File: src/rtl/fmcw_frontend_ctrl.sv
// FMCW radar front-end controller: programs the ADF4158 over its 3-wire bus after reset,
// then registers offset-binary ADC samples as two's complement and emits a periodic sample enable.
module fmcw_frontend_ctrl #(
    parameter int unsigned    ADC_DATA_WIDTH = 12,
    parameter int unsigned    SCLK_HALF      = 2,
    parameter int unsigned    STARTUP_CYCLES = 8,
    parameter int unsigned    CE_DIV         = 20,
    parameter logic [319:0]   CFG_WORDS      = {
        32'h00000007, 32'h0000A006, 32'h0080A006, 32'h00500005, 32'h00800005,
        32'h00180104, 32'h00000043, 32'h0010800A, 32'h00000001, 32'h812C8000
    }
) (
    input  logic                      clk,
    input  logic                      rst,
    output logic                      adf_ce_o,
    output logic                      adf_le_o,
    output logic                      adf_clk_o,
    output logic                      adf_data_o,
    output logic                      adf_txdata_o,
    input  logic                      adf_muxout_i,
    output logic                      muxout_o,
    output logic                      config_done_o,
    input  logic [ADC_DATA_WIDTH-1:0] adc_d_i,
    input  logic                      adc_of_i,
    output logic [ADC_DATA_WIDTH-1:0] chan_a_o,
    output logic                      adc_of_o,
    output logic                      ce_2mhz_o
);

    localparam int unsigned NUM_WORDS = 10;
    localparam int unsigned BIT_CYC   = 2 * SCLK_HALF;
    localparam int unsigned CNT_MAX   = (STARTUP_CYCLES > BIT_CYC) ? STARTUP_CYCLES : BIT_CYC;
    localparam int unsigned CNT_W     = $clog2(CNT_MAX + 1);
    localparam int unsigned CE_W      = $clog2(CE_DIV);

    typedef enum logic [1:0] {
        S_WAIT,
        S_SHIFT,
        S_LATCH,
        S_DONE
    } state_t;

    state_t                      state_q, state_d;
    logic [CNT_W-1:0]            cnt_q, cnt_d;
    logic [4:0]                  bit_q, bit_d;
    logic [3:0]                  word_q, word_d;
    logic                        data_q, data_d;
    logic                        sync1_q, sync1_d;
    logic                        sync2_q, sync2_d;
    logic [ADC_DATA_WIDTH-1:0]   chan_q, chan_d;
    logic                        of_q, of_d;
    logic [CE_W-1:0]             ce_cnt_q, ce_cnt_d;
    logic                        ce_q, ce_d;

    // Word 0 occupies the top 32 bits of CFG_WORDS.
    function automatic logic cfg_bit(input logic [3:0] word, input logic [4:0] bitn);
        logic [8:0] idx;
        idx = 9'((NUM_WORDS - 1 - 32'(word)) * 32 + 32'(bitn));
        return CFG_WORDS[idx];
    endfunction

    always_comb begin
        state_d  = state_q;
        cnt_d    = cnt_q;
        bit_d    = bit_q;
        word_d   = word_q;
        data_d   = data_q;

        case (state_q)
            S_WAIT: begin
                if (cnt_q == CNT_W'(STARTUP_CYCLES - 1)) begin
                    state_d = S_SHIFT;
                    cnt_d   = '0;
                    bit_d   = 5'd31;
                    word_d  = '0;
                    data_d  = cfg_bit(4'd0, 5'd31);
                end else begin
                    cnt_d = cnt_q + 1'b1;
                end
            end
            S_SHIFT: begin
                if (cnt_q == CNT_W'(BIT_CYC - 1)) begin
                    cnt_d = '0;
                    if (bit_q == 5'd0) begin
                        state_d = S_LATCH;
                        data_d  = 1'b0;
                    end else begin
                        bit_d  = bit_q - 5'd1;
                        data_d = cfg_bit(word_q, bit_q - 5'd1);
                    end
                end else begin
                    cnt_d = cnt_q + 1'b1;
                end
            end
            S_LATCH: begin
                if (cnt_q == CNT_W'(BIT_CYC - 1)) begin
                    cnt_d = '0;
                    if (word_q == 4'(NUM_WORDS - 1)) begin
                        state_d = S_DONE;
                    end else begin
                        state_d = S_SHIFT;
                        word_d  = word_q + 4'd1;
                        bit_d   = 5'd31;
                        data_d  = cfg_bit(word_q + 4'd1, 5'd31);
                    end
                end else begin
                    cnt_d = cnt_q + 1'b1;
                end
            end
            S_DONE:  ;
            default: state_d = S_WAIT;
        endcase

        sync1_d = adf_muxout_i;
        sync2_d = sync1_q;

        chan_d = (state_q == S_DONE) ? {~adc_d_i[ADC_DATA_WIDTH-1], adc_d_i[ADC_DATA_WIDTH-2:0]} : '0;
        of_d   = of_q | (adc_of_i & (state_q == S_DONE));

        ce_d     = (ce_cnt_q == CE_W'(CE_DIV - 1));
        ce_cnt_d = ce_d ? '0 : ce_cnt_q + 1'b1;
    end

    always_ff @(posedge clk) begin
        if (rst) begin
            state_q  <= S_WAIT;
            cnt_q    <= '0;
            bit_q    <= '0;
            word_q   <= '0;
            data_q   <= 1'b0;
            sync1_q  <= 1'b0;
            sync2_q  <= 1'b0;
            chan_q   <= '0;
            of_q     <= 1'b0;
            ce_cnt_q <= '0;
            ce_q     <= 1'b0;
        end else begin
            state_q  <= state_d;
            cnt_q    <= cnt_d;
            bit_q    <= bit_d;
            word_q   <= word_d;
            data_q   <= data_d;
            sync1_q  <= sync1_d;
            sync2_q  <= sync2_d;
            chan_q   <= chan_d;
            of_q     <= of_d;
            ce_cnt_q <= ce_cnt_d;
            ce_q     <= ce_d;
        end
    end

    assign adf_ce_o      = 1'b1;
    assign adf_txdata_o  = 1'b0;
    assign adf_le_o      = (state_q != S_SHIFT);
    assign adf_clk_o     = (state_q == S_SHIFT) && (cnt_q >= CNT_W'(SCLK_HALF));
    assign adf_data_o    = data_q;
    assign config_done_o = (state_q == S_DONE);
    assign muxout_o      = sync2_q;
    assign chan_a_o      = chan_q;
    assign adc_of_o      = of_q;
    assign ce_2mhz_o     = ce_q;

endmodule

File: config.mk
export PLATFORM = sky130hd
export DESIGN_NAME = fmcw_frontend_ctrl
export DESIGN_NICKNAME = d
export VERILOG_FILES = /design/src/rtl/fmcw_frontend_ctrl.sv
export SDC_FILE = /design/constraint.sdc
export NUM_CORES = 1
export LEC_CHECK = 0
export CAP_MARGIN = 15
export CORE_MARGIN = 8
export CORE_UTILIZATION = 30
export CTS_CLUSTER_DIAMETER = 60
export DETAILED_ROUTE_END_ITERATION = 12
export GPL_TIMING_DRIVEN = 0
export PLACE_DENSITY = 0.49
export SYNTH_ARGS = -nofsm -noshare
export SYNTH_HDL_FRONTEND = slang
export SYNTH_SLANG_ARGS = --single-unit
File: constraint.sdc
create_clock -name clk -period 4.5 [get_ports clk]
set_input_delay 0.675 -clock clk [delete_from_list [all_inputs] [get_ports clk]]
set_output_delay 0.675 -clock clk [all_outputs]
set_load 0.01 [all_outputs]
==> impl_metrics.py, run 1 <==
metrics = {
    "outcome": {
        "status": "complete, no violations",
    },
    "synthesis": {
        "synth_top_area_frac": 0.3444,
        "synth_common_cells": "dfxtp_1, nor2_1, ha_1",
        "synth.largest_area_cell": "dfxtp_1",
        "syn_nets": 293,
        "ys_top_cells_by_area": "dfxtp_1, ha_1, nor2_1",
        "netlist_area_sq_um": 2151,
        "seq_area_frac_synth": 0.3444,
        "synth_ff_type": "dfxtp_1",
        "synth-seq-cells": 37,
        "async_flop_share": 0,
        "avgSynthCellArea_sq_um": 8.369,
        "yosysMostFrequentCell": "dfxtp_1",
        "yosysWarningCount": 0,
        "ys_types": 49,
        "syn_inst": 257,
        "synth_edf_count": 0,
    },
    "finish": {
        "area_growth_pct": 25.60,
        "nets": 334,
        "final_layout_size_suffix_gt1_frac": 0.07358,
        "insertedDiodeCount": 0,
        "fillers": 726,
        "post-route-cell-area_sq_um": 2701,
    },
    "sta": {
        "setup_viol": 0,
        "clock.fmax_mhz": 326.6,
        "slew_headroom": 0.6232,
        "finalCritPeriodShare": 0.6804,
        "slew_violations": 0,
        "setup_tns_ps": 0,
        "finClkSkew_ps": 8.165,
        "fin_crit_ps": 3062,
        "report.final.hold_viol_count": 0,
        "worst_pin_slew_ps": 561.8,
        "rsz0062_at_grt": "false",
    },
    "pwr": {
        "p_leak_nw": 1.036,
        "powerDensity_nw_per_um2": 434.2,
        "sw_frac_of_total": 0.3930,
        "clock_power_share": 0.197,
        "power_frac_comb": 0.484,
        "p_seq_frac": 0.319,
        "power_switching_mw": 0.4610,
        "vdd_drop_max_mv": 0.1555,
        "p_int_mw": 0.7119,
    },
    "placed_design": {
        "place_congestion": 0.7551,
        "io_buffers": 34,
        "hpwl_um": 3780,
        "dpl_cell_area_sq_um": 2615,
    },
    "routing": {
        "wirelength_um": 5001,
        "avgViaCountPerCell": 4.673,
        "drtPass1Iterations": 4,
        "drt_iter0_markers": 87,
        "vias": 1860,
        "wire_per_inst_um": 12.57,
        "drc": 0,
        "antenna_left": 0,
    },
    "cts": {
        "ctsResizeCount": 0,
        "cts.sinks": 37,
        "worstSkewPairLatency_ps": 290,
        "root_buffer": "clkbuf_8",
        "numCtsBuffers": 5,
        "cts_tree": "built",
        "clock_path_buffers": 2,
        "cts_setup_buffers": 0,
        "holdBufCountCts": 0,
        "h-tree-depth": 2,
        "clk_pin_slew_worst_paths_ps": 80,
    },
    "flow_run": {
        "max-cap-violations": 0,
    },
    "worst_setup_path": {
        "path_class": "flop to flop",
        "worstPathArrival_ps": 3210,
        "worstPathRequired_ps": 4650,
        "crit_fanout": 10,
        "startpoint_type": "flop",
        "reg2reg_slack_ps": 1440,
        "cp-end-kind": "flop",
    },
    "die": {
        "core_sq_um": 7098,
        "boundaryPins": 37,
        "initial_core_util": 0.3030,
        "std_cell_rows": 31,
        "die_width_um": 100.7,
        "dieArea_sq_um": 10130,
        "die_y_um": 100.7,
    },
    "worst_hold_path": {
        "min-delay-path-class": "flop to flop",
    },
    "grt": {
        "grt_pass1_wl_um": 8569,
        "gr-total-overflow": 0,
        "grt_max_degree": 13,
        "grtUsageTotal": 0.1052,
        "grt_pass1_vias": 1793,
        "antenna_found_initial": 0,
    },
}
final timing paths:
| path | endpoint | start | depth (start not counted) |
|---|---|---|---|
| worst max register to register | adf_data_o | bit_q[1] | 10 |
| worst min-delay path | ce_cnt_q[0] | ce_cnt_q[0] | 1 |
| worst max-delay path | adf_data_o | bit_q[1] | 10 |
| worst min register to register | ce_cnt_q[0] | ce_cnt_q[0] | 1 |
state kept, by name, summed over array words and instances, names as in the netlist:
| signal | cells |
|---|---|
| cnt_q | 4 |
| sync1_q | 1 |
| state_q | 2 |
| bit_q | 5 |
| adc_of_o | 1 |
| adf_data_o | 1 |
| ce_cnt_q | 5 |
| chan_a_o | 12 |
| word_q | 4 |
| ce_2mhz_o | 1 |
| muxout_o | 1 |
kinds of logic (layout without fill, tap and decap cells):
group | count (synthesis) | in the layout | share of synthesized area
simple gates | 95 | 95 | 0.2327
compound gates | 57 | 57 | 0.1792
flops | 37 | 37 | 0.3444
buf+inv | 33 | 75 | 0.06806
fa+ha+maj | 20 | 20 | 0.1163
xor+xnor | 9 | 9 | 0.03665
mux | 4 | 4 | 0.01920
other cells | 2 | 2 | 0.003492
cell type report:
type / count / area (sq um) / share of cell area
Sequential cell: 37 / 740.7 / 0.2742
Inverter: 18 / 67.56 / 0.02501
Multi-Input combinational cell: 187 / 1264 / 0.4678
Buffer: 15 / 78.83 / 0.02918
Clock buffer: 5 / 68.82 / 0.02547
Timing Repair Buffer: 34 / 340.3 / 0.1260
Tap cell: 99 / 123.9 / 0.04585
Clock inverter: 3 / 17.52 / 0.006484
layer usage:
metal | global-route usage | wire, um | vias up
met5 | 0 | 0 | -
met3 | 0.03315 | 256 | 7
met4 | 0.03837 | 62 | 0
li1 | - | - | 968
met1 | 0.1365 | 2526 | 846
met2 | 0.1579 | 2155 | 39
placed cells by master (no fill, tap or decap), types with 3 or more instances in the layout:
cell and count:
a31oi_1 4, o22ai_1 3, nand2b_1 7, inv_1 18, xor2_1 4, dfxtp_1 37, nor2b_1 6, clkbuf_8 5
o211ai_1 3, clkdlybuf4s50_1 34, mux2i_1 3, ha_1 20, nand3_1 9, nand2_1 10, a211oi_1 5, a21oi_1 16
o21ai_0 9, nor2_1 29, xnor2_1 5, clkbuf_1 11, and2_1 13, nor3_1 5
stage by stage:
stage	power, mW	utilization	instances	setup slack, ps	hold slack (ps)
finish	1.173	0.3806	398	1438	453.1
global route	1.267	0.3806	398	1222	475.7
CTS	1.181	0.3806	398	1452	458.1
detailed placement	0.9432	0.3684	390	1469	440.8
global placement	0.9533	0.3684	390	1415	433.6
floorplan	0.8190	-	257	1829	413.8
worst max-delay path, stage by stage (launching register included):
cell and delay, ps:
dfxtp_1 510, inv_1 150, ha_1 270, ha_1 290
clkbuf_1 380, inv_1 200, mux2_2 320, a311o_1 310
o211a_1 230, o22ai_1 160, a311oi_1 100
power groups by stage:
stage | combinational, mW | sequential (mW) | clock (mW)
global route | 0.630 | 0.380 | 0.257
finish | 0.567 | 0.375 | 0.231
CTS | 0.564 | 0.375 | 0.242
floorplan | 0.442 | 0.377 | 0
global placement | 0.571 | 0.382 | 0
detailed placement | 0.560 | 0.383 | 0
Note: power is estimated with default switching activity, not from simulation.
==> inputs of run 2 (changes only) <==
--- a/config.mk
+++ b/config.mk
@@ -11,7 +11,7 @@
 export CTS_CLUSTER_DIAMETER = 60
 export DETAILED_ROUTE_END_ITERATION = 12
 export GPL_TIMING_DRIVEN = 0
-export PLACE_DENSITY = 0.49
+export PLACE_DENSITY = 0.51
 export SYNTH_ARGS = -nofsm -noshare
 export SYNTH_HDL_FRONTEND = slang
 export SYNTH_SLANG_ARGS = --single-unit
==> constraint.sdc (replaced) <==
create_clock -name clk -period 2.8 [get_ports clk]
set_input_delay 0.42 -clock clk [delete_from_list [all_inputs] [get_ports clk]]
set_output_delay 0.42 -clock clk [all_outputs]
set_load 0.01 [all_outputs]
==> run 2 against run 1 <==
Cell count decreased by 0.25%. Combinational power rose by 68%. Sequential power is 61% higher. Via count up 0.59%. Hold slack got worse by 7.1 ps. Clock skew is 3.1 ps lower. Register-to-register slack worse by 1200 ps. Sequential cell count did not move.
==> impl_metrics.py, run 2 (synthesis results as in run 1) <==
metrics = {
    "routing": {
        "drtPass1Iterations": 4,
        "drc": 0,
        "vias": 1871,
        "wirelength_um": 5005,
        "antenna_left": 0,
        "wire_per_inst_um": 12.61,
        "drt_iter0_markers": 78,
        "avgViaCountPerCell": 4.713,
    },
    "sta": {
        "clock.fmax_mhz": 384.0,
        "fin_crit_ps": 2604,
        "worst_pin_slew_ps": 529.0,
        "slew_headroom": 0.6473,
        "setup_tns_ps": 0,
        "rsz0062_at_grt": "false",
        "finClkSkew_ps": 5.060,
        "finalCritPeriodShare": 0.9300,
        "report.final.hold_viol_count": 0,
        "holdWs_ps": 446.0,
        "setup_viol": 0,
        "setup_slack_ps": 196.0,
        "slew_violations": 0,
    },
    "grt": {
        "grt_use_met2": 0.1605,
        "use_met3": 0.04558,
        "grt_pass1_vias": 1825,
        "met1_usage": 0.1297,
        "grt_max_degree": 13,
        "antenna_found_initial": 0,
        "grtUsageTotal": 0.1056,
        "grt_busiest_layer": "met2",
        "gr-total-overflow": 0,
        "grt_pass1_wl_um": 8597,
    },
    "cts": {
        "root_buffer": "clkbuf_8",
        "worstSkewPairLatency_ps": 290,
        "h-tree-depth": 2,
        "cts_setup_buffers": 0,
        "cts.sinks": 37,
        "clk_pin_slew_worst_paths_ps": 80,
        "numCtsBuffers": 5,
        "clock_path_buffers": 2,
        "holdBufCountCts": 0,
        "ctsResizeCount": 2,
        "cts_tree": "built",
    },
    "worst_setup_path": {
        "reg2regPathDepth": 9,
        "startpoint_type": "flop",
        "r2r_start": "bit_q[2]",
        "cp-end-kind": "flop",
        "worstPathRequired_ps": 2960,
        "worstPathArrival_ps": 2770,
        "crit_fanout": 10,
        "timing.rr.end": "adf_data_o",
        "reg2reg_slack_ps": 200,
        "path_class": "flop to flop",
    },
    "die": {
        "initial_core_util": 0.3030,
        "die_width_um": 100.7,
        "die_y_um": 100.7,
        "core_sq_um": 7098,
        "boundaryPins": 37,
        "std_cell_rows": 31,
        "dieArea_sq_um": 10130,
    },
    "pwr": {
        "powerDensity_nw_per_um2": 745.9,
        "vdd_drop_max_mv": 0.3315,
        "p_leak_nw": 1.049,
    },
    "finish": {
        "final_util": 0.3871,
        "final_cell_mix": "dfxtp_1, clkdlybuf4s50_1, nor2_1, inv_1, ha_1",
        "layoutNonFillerInstCount": 397,
        "multi_input_area_sq_um": 1279,
        "seq_area_sq_um": 742.0,
        "insertedDiodeCount": 0,
        "final_common_cell": "dfxtp_1",
        "largest_reg_flops": 12,
        "area_growth_pct": 27.75,
        "final_layout_size_suffix_gt1_frac": 0.08389,
        "fillers": 728,
        "nets": 333,
    },
    "placed_design": {
        "dpl_worst_slack_ps": -254.7,
        "post-place-cells": 390,
        "io_buffers": 34,
        "place_congestion": 0.7918,
        "hpwl_um": 3795,
    },
    "worst_hold_path": {
        "hold_path_end": "muxout_o",
        "min-delay-path-class": "flop to flop",
        "min_path_cells": 1,
        "holdCritStartpoint": "sync1_q",
    },
    "flow_run": {
        "max-cap-violations": 0,
    },
    "outcome": {
        "status": "complete, no violations",
    },
}
run 2: cell types whose count changed in the layout (fill, tap and decap cells not counted):
cell,change
clkbuf_1,-1
ha_1,-2
clkbuf_8,+1
bufinv_16,+1
ha_2,+1
dfxtp_1,-1
dfxtp_2,+1
ha_4,+1
clkinv_2,-2
run 2: metal layers:
metal  up-vias  routed length, um
met3         8                451
li1        963                  -
met5         -                  0
met1       847               2276
met4         0                 65
met2        53               2212
run 2: where the power goes:
part           internal [mW]  total [mW]  switching, mW
clock network          0.290       0.495          0.205
logic                  0.441       0.950          0.508
registers              0.565       0.605         0.0392
total                   1.30        2.05          0.753
run 2: through the flow:
stage / power (mW) / area [sq um]
after floorplan: 1.316 / 2151
after global placement: 1.522 / 2615
after detailed placement: 1.518 / 2615
after CTS: 2.031 / 2735
after global routing: 2.196 / 2748
final: 2.049 / 2748
run 2: worst max path at each step:
stage | start | end | slack [ps]
floorplan | bit_q[0] | adf_data_o | 130
global placement | bit_q[0] | adf_data_o | -250
detailed placement | bit_q[1] | adf_data_o | -250
CTS | bit_q[0] | adf_data_o | 30
global route | bit_q[2] | adf_data_o | 50
finish | bit_q[2] | adf_data_o | 200
run 2: layout make-up:
cell class                      count  share of cell area
Buffer                             14             0.02732
Clock buffer                        6             0.03005
Tap cell                           99             0.04508
Timing Repair Buffer               34              0.1239
Clock inverter                      2             0.01366
Sequential cell                    37              0.2700
Multi-Input combinational cell    187              0.4654
Inverter                           18             0.02459
run 2: critical path, cell delays in order (launching register included):
cell	delay (ps)
dfxtp_1	360
clkbuf_1	350
inv_1	140
ha_4	310
inv_1	150
mux2_2	360
a311o_1	310
o211a_1	220
o22ai_1	170
a311oi_1	100
==> inputs of run 3 (changes only) <==
--- a/config.mk
+++ b/config.mk
@@ -6,12 +6,11 @@
 export NUM_CORES = 1
 export LEC_CHECK = 0
 export CAP_MARGIN = 15
-export CORE_MARGIN = 8
-export CORE_UTILIZATION = 30
+export CORE_UTILIZATION = 42
 export CTS_CLUSTER_DIAMETER = 60
 export DETAILED_ROUTE_END_ITERATION = 12
 export GPL_TIMING_DRIVEN = 0
-export PLACE_DENSITY = 0.51
+export PLACE_DENSITY = 0.67
 export SYNTH_ARGS = -nofsm -noshare
 export SYNTH_HDL_FRONTEND = slang
 export SYNTH_SLANG_ARGS = --single-unit
==> run 3 against run 2 <==
Via count about the same. Largest power group unchanged. Count of clock-buffer cells in the layout unchanged. Sequential power about the same. Highest routed layer unchanged. Fmax decreased by 0.93%. Critical path type unchanged. Register-to-register slack got worse by 20 ps. Global-route usage increased by 8.1 points. Core utilization increased by 17 points. Die area decreased by 47%. Sequential share of layout area increased by 0.40 points. First-iteration DRC count increased by 44%. Critical endpoint unchanged. Sequential cell count unchanged.
==> impl_metrics.py, run 3 (synthesis results as in run 1) <==
metrics = {
    "outcome": {
        "status": "complete, no violations",
    },
    "sta": {
        "setup_viol": 0,
        "fin_crit_ps": 2628,
        "slew_violations": 0,
        "rsz0062_at_grt": "false",
        "finalCritPeriodShare": 0.9387,
        "holdWs_ps": 451.3,
        "setup_slack_ps": 171.6,
        "clock.fmax_mhz": 380.5,
        "slew_headroom": 0.6267,
        "setup_tns_ps": 0,
        "report.final.hold_viol_count": 0,
        "finClkSkew_ps": 4.317,
        "worst_pin_slew_ps": 560.0,
    },
    "routing": {
        "wirelength_um": 4598,
        "avgViaCountPerCell": 5.129,
        "drtPass1Iterations": 4,
        "drc": 0,
        "antenna_left": 0,
        "vias": 1872,
        "drt_iter0_markers": 112,
        "wire_per_inst_um": 12.60,
    },
    "grt": {
        "gr-total-overflow": 0,
        "grt_pass1_vias": 1710,
        "grtUsageTotal": 0.1869,
        "grt_pass1_wl_um": 7714,
        "antenna_found_initial": 0,
        "grt_max_degree": 13,
    },
    "placed_design": {
        "post-place-cells": 358,
        "io_buffers": 34,
        "place_congestion": 0.8028,
        "dpl_cell_area_sq_um": 2575,
        "dpl_worst_slack_ps": -203.0,
        "hpwl_um": 3423,
    },
    "cts": {
        "h-tree-depth": 2,
        "root_buffer": "clkbuf_8",
        "clock_path_buffers": 2,
        "cts_tree": "built",
        "clk_pin_slew_worst_paths_ps": 70,
        "cts.sinks": 37,
        "worstSkewPairLatency_ps": 290,
        "numCtsBuffers": 5,
    },
    "die": {
        "initial_core_util": 0.4465,
        "boundaryPins": 37,
        "die_y_um": 73.56,
        "die_width_um": 73.56,
        "dieArea_sq_um": 5411,
        "core_sq_um": 4817,
        "std_cell_rows": 25,
    },
    "worst_setup_path": {
        "crit_family": "compound AO/OA/AOI/OAI gates",
        "cp_num_buf_inv": 3,
        "worstPathRequired_ps": 2950,
        "path_cells": "clkbuf_1, inv_1, ha_4, inv_1, mux2_2, a311o_1, o211a_1, o22ai_1, a311oi_1",
        "crit_fanout": 10,
        "worstPathArrival_ps": 2780,
        "cp-end-kind": "flop",
        "critPathSlowestCell": "clkbuf_1",
        "path_class": "flop to flop",
        "crit_path_frequent_cell": "inv_1",
        "crit_path_max_incr_delay_ps": 370,
        "startpoint_type": "flop",
    },
    "finish": {
        "final_common_cell": "dfxtp_1",
        "nets": 333,
        "post-route-cell-area_sq_um": 2708,
        "insertedDiodeCount": 0,
        "final_cell_mix": "dfxtp_1, clkdlybuf4s50_1, nor2_1, inv_1, ha_1",
        "layoutNonFillerInstCount": 365,
        "final_util": 0.5621,
        "final_layout_size_suffix_gt1_frac": 0.08389,
        "largest_reg_flops": 12,
        "area_growth_pct": 25.89,
    },
    "flow_run": {
        "max-cap-violations": 0,
    },
    "pwr": {
        "powerDensity_nw_per_um2": 748.6,
        "p_leak_nw": 1.049,
        "finalPower_mw": 2.027,
        "vdd_drop_max_mv": 0.3463,
    },
    "worst_hold_path": {
        "min-delay-path-class": "flop to flop",
    },
}
run 3: where the power goes:
group / internal, mW / switching [mW] / leakage, nW
clock: 0.289 / 0.192 / 0.0574
combinational: 0.440 / 0.503 / 0.692
sequential: 0.566 / 0.0370 / 0.301
run 3: final cells by class:
cell class / count / area (sq um)
buffer: 14 / 75.07
timing repair buffer: 34 / 340.3
sequential: 37 / 742.0
clock inverter: 2 / 37.54
multi-input combinational: 187 / 1279
tap: 67 / 83.83
fill: 466 / 2110
clock buffer: 6 / 82.58
inverter: 18 / 67.56
run 3: path summary, 6_finish.rpt:
check / from / slack [ps] / endpoint / depth (start not counted)
max: bit_q[2] / 170 / adf_data_o / 9
min: sync1_q / 450 / muxout_o / 1
max reg2reg: bit_q[2] / 170 / adf_data_o / 9
min reg2reg: sync1_q / 450 / muxout_o / 1
run 3: layer usage:
metal,track usage,share of wire,vias up
met2,0.2987,0.47,40
met4,0.05128,0.0096,0
met1,0.2456,0.48,861
met5,0,0,-
met3,0.05350,0.040,7
li1,-,-,964
run 3: timing repair:
| item | CTS | global route |
|---|---|---|
| hold buffers | 0 | 0 |
| gates resized for setup | 2 | 2 |
| setup endpoints to repair | 1 | 1 |
| buffers inserted | 0 | 0 |
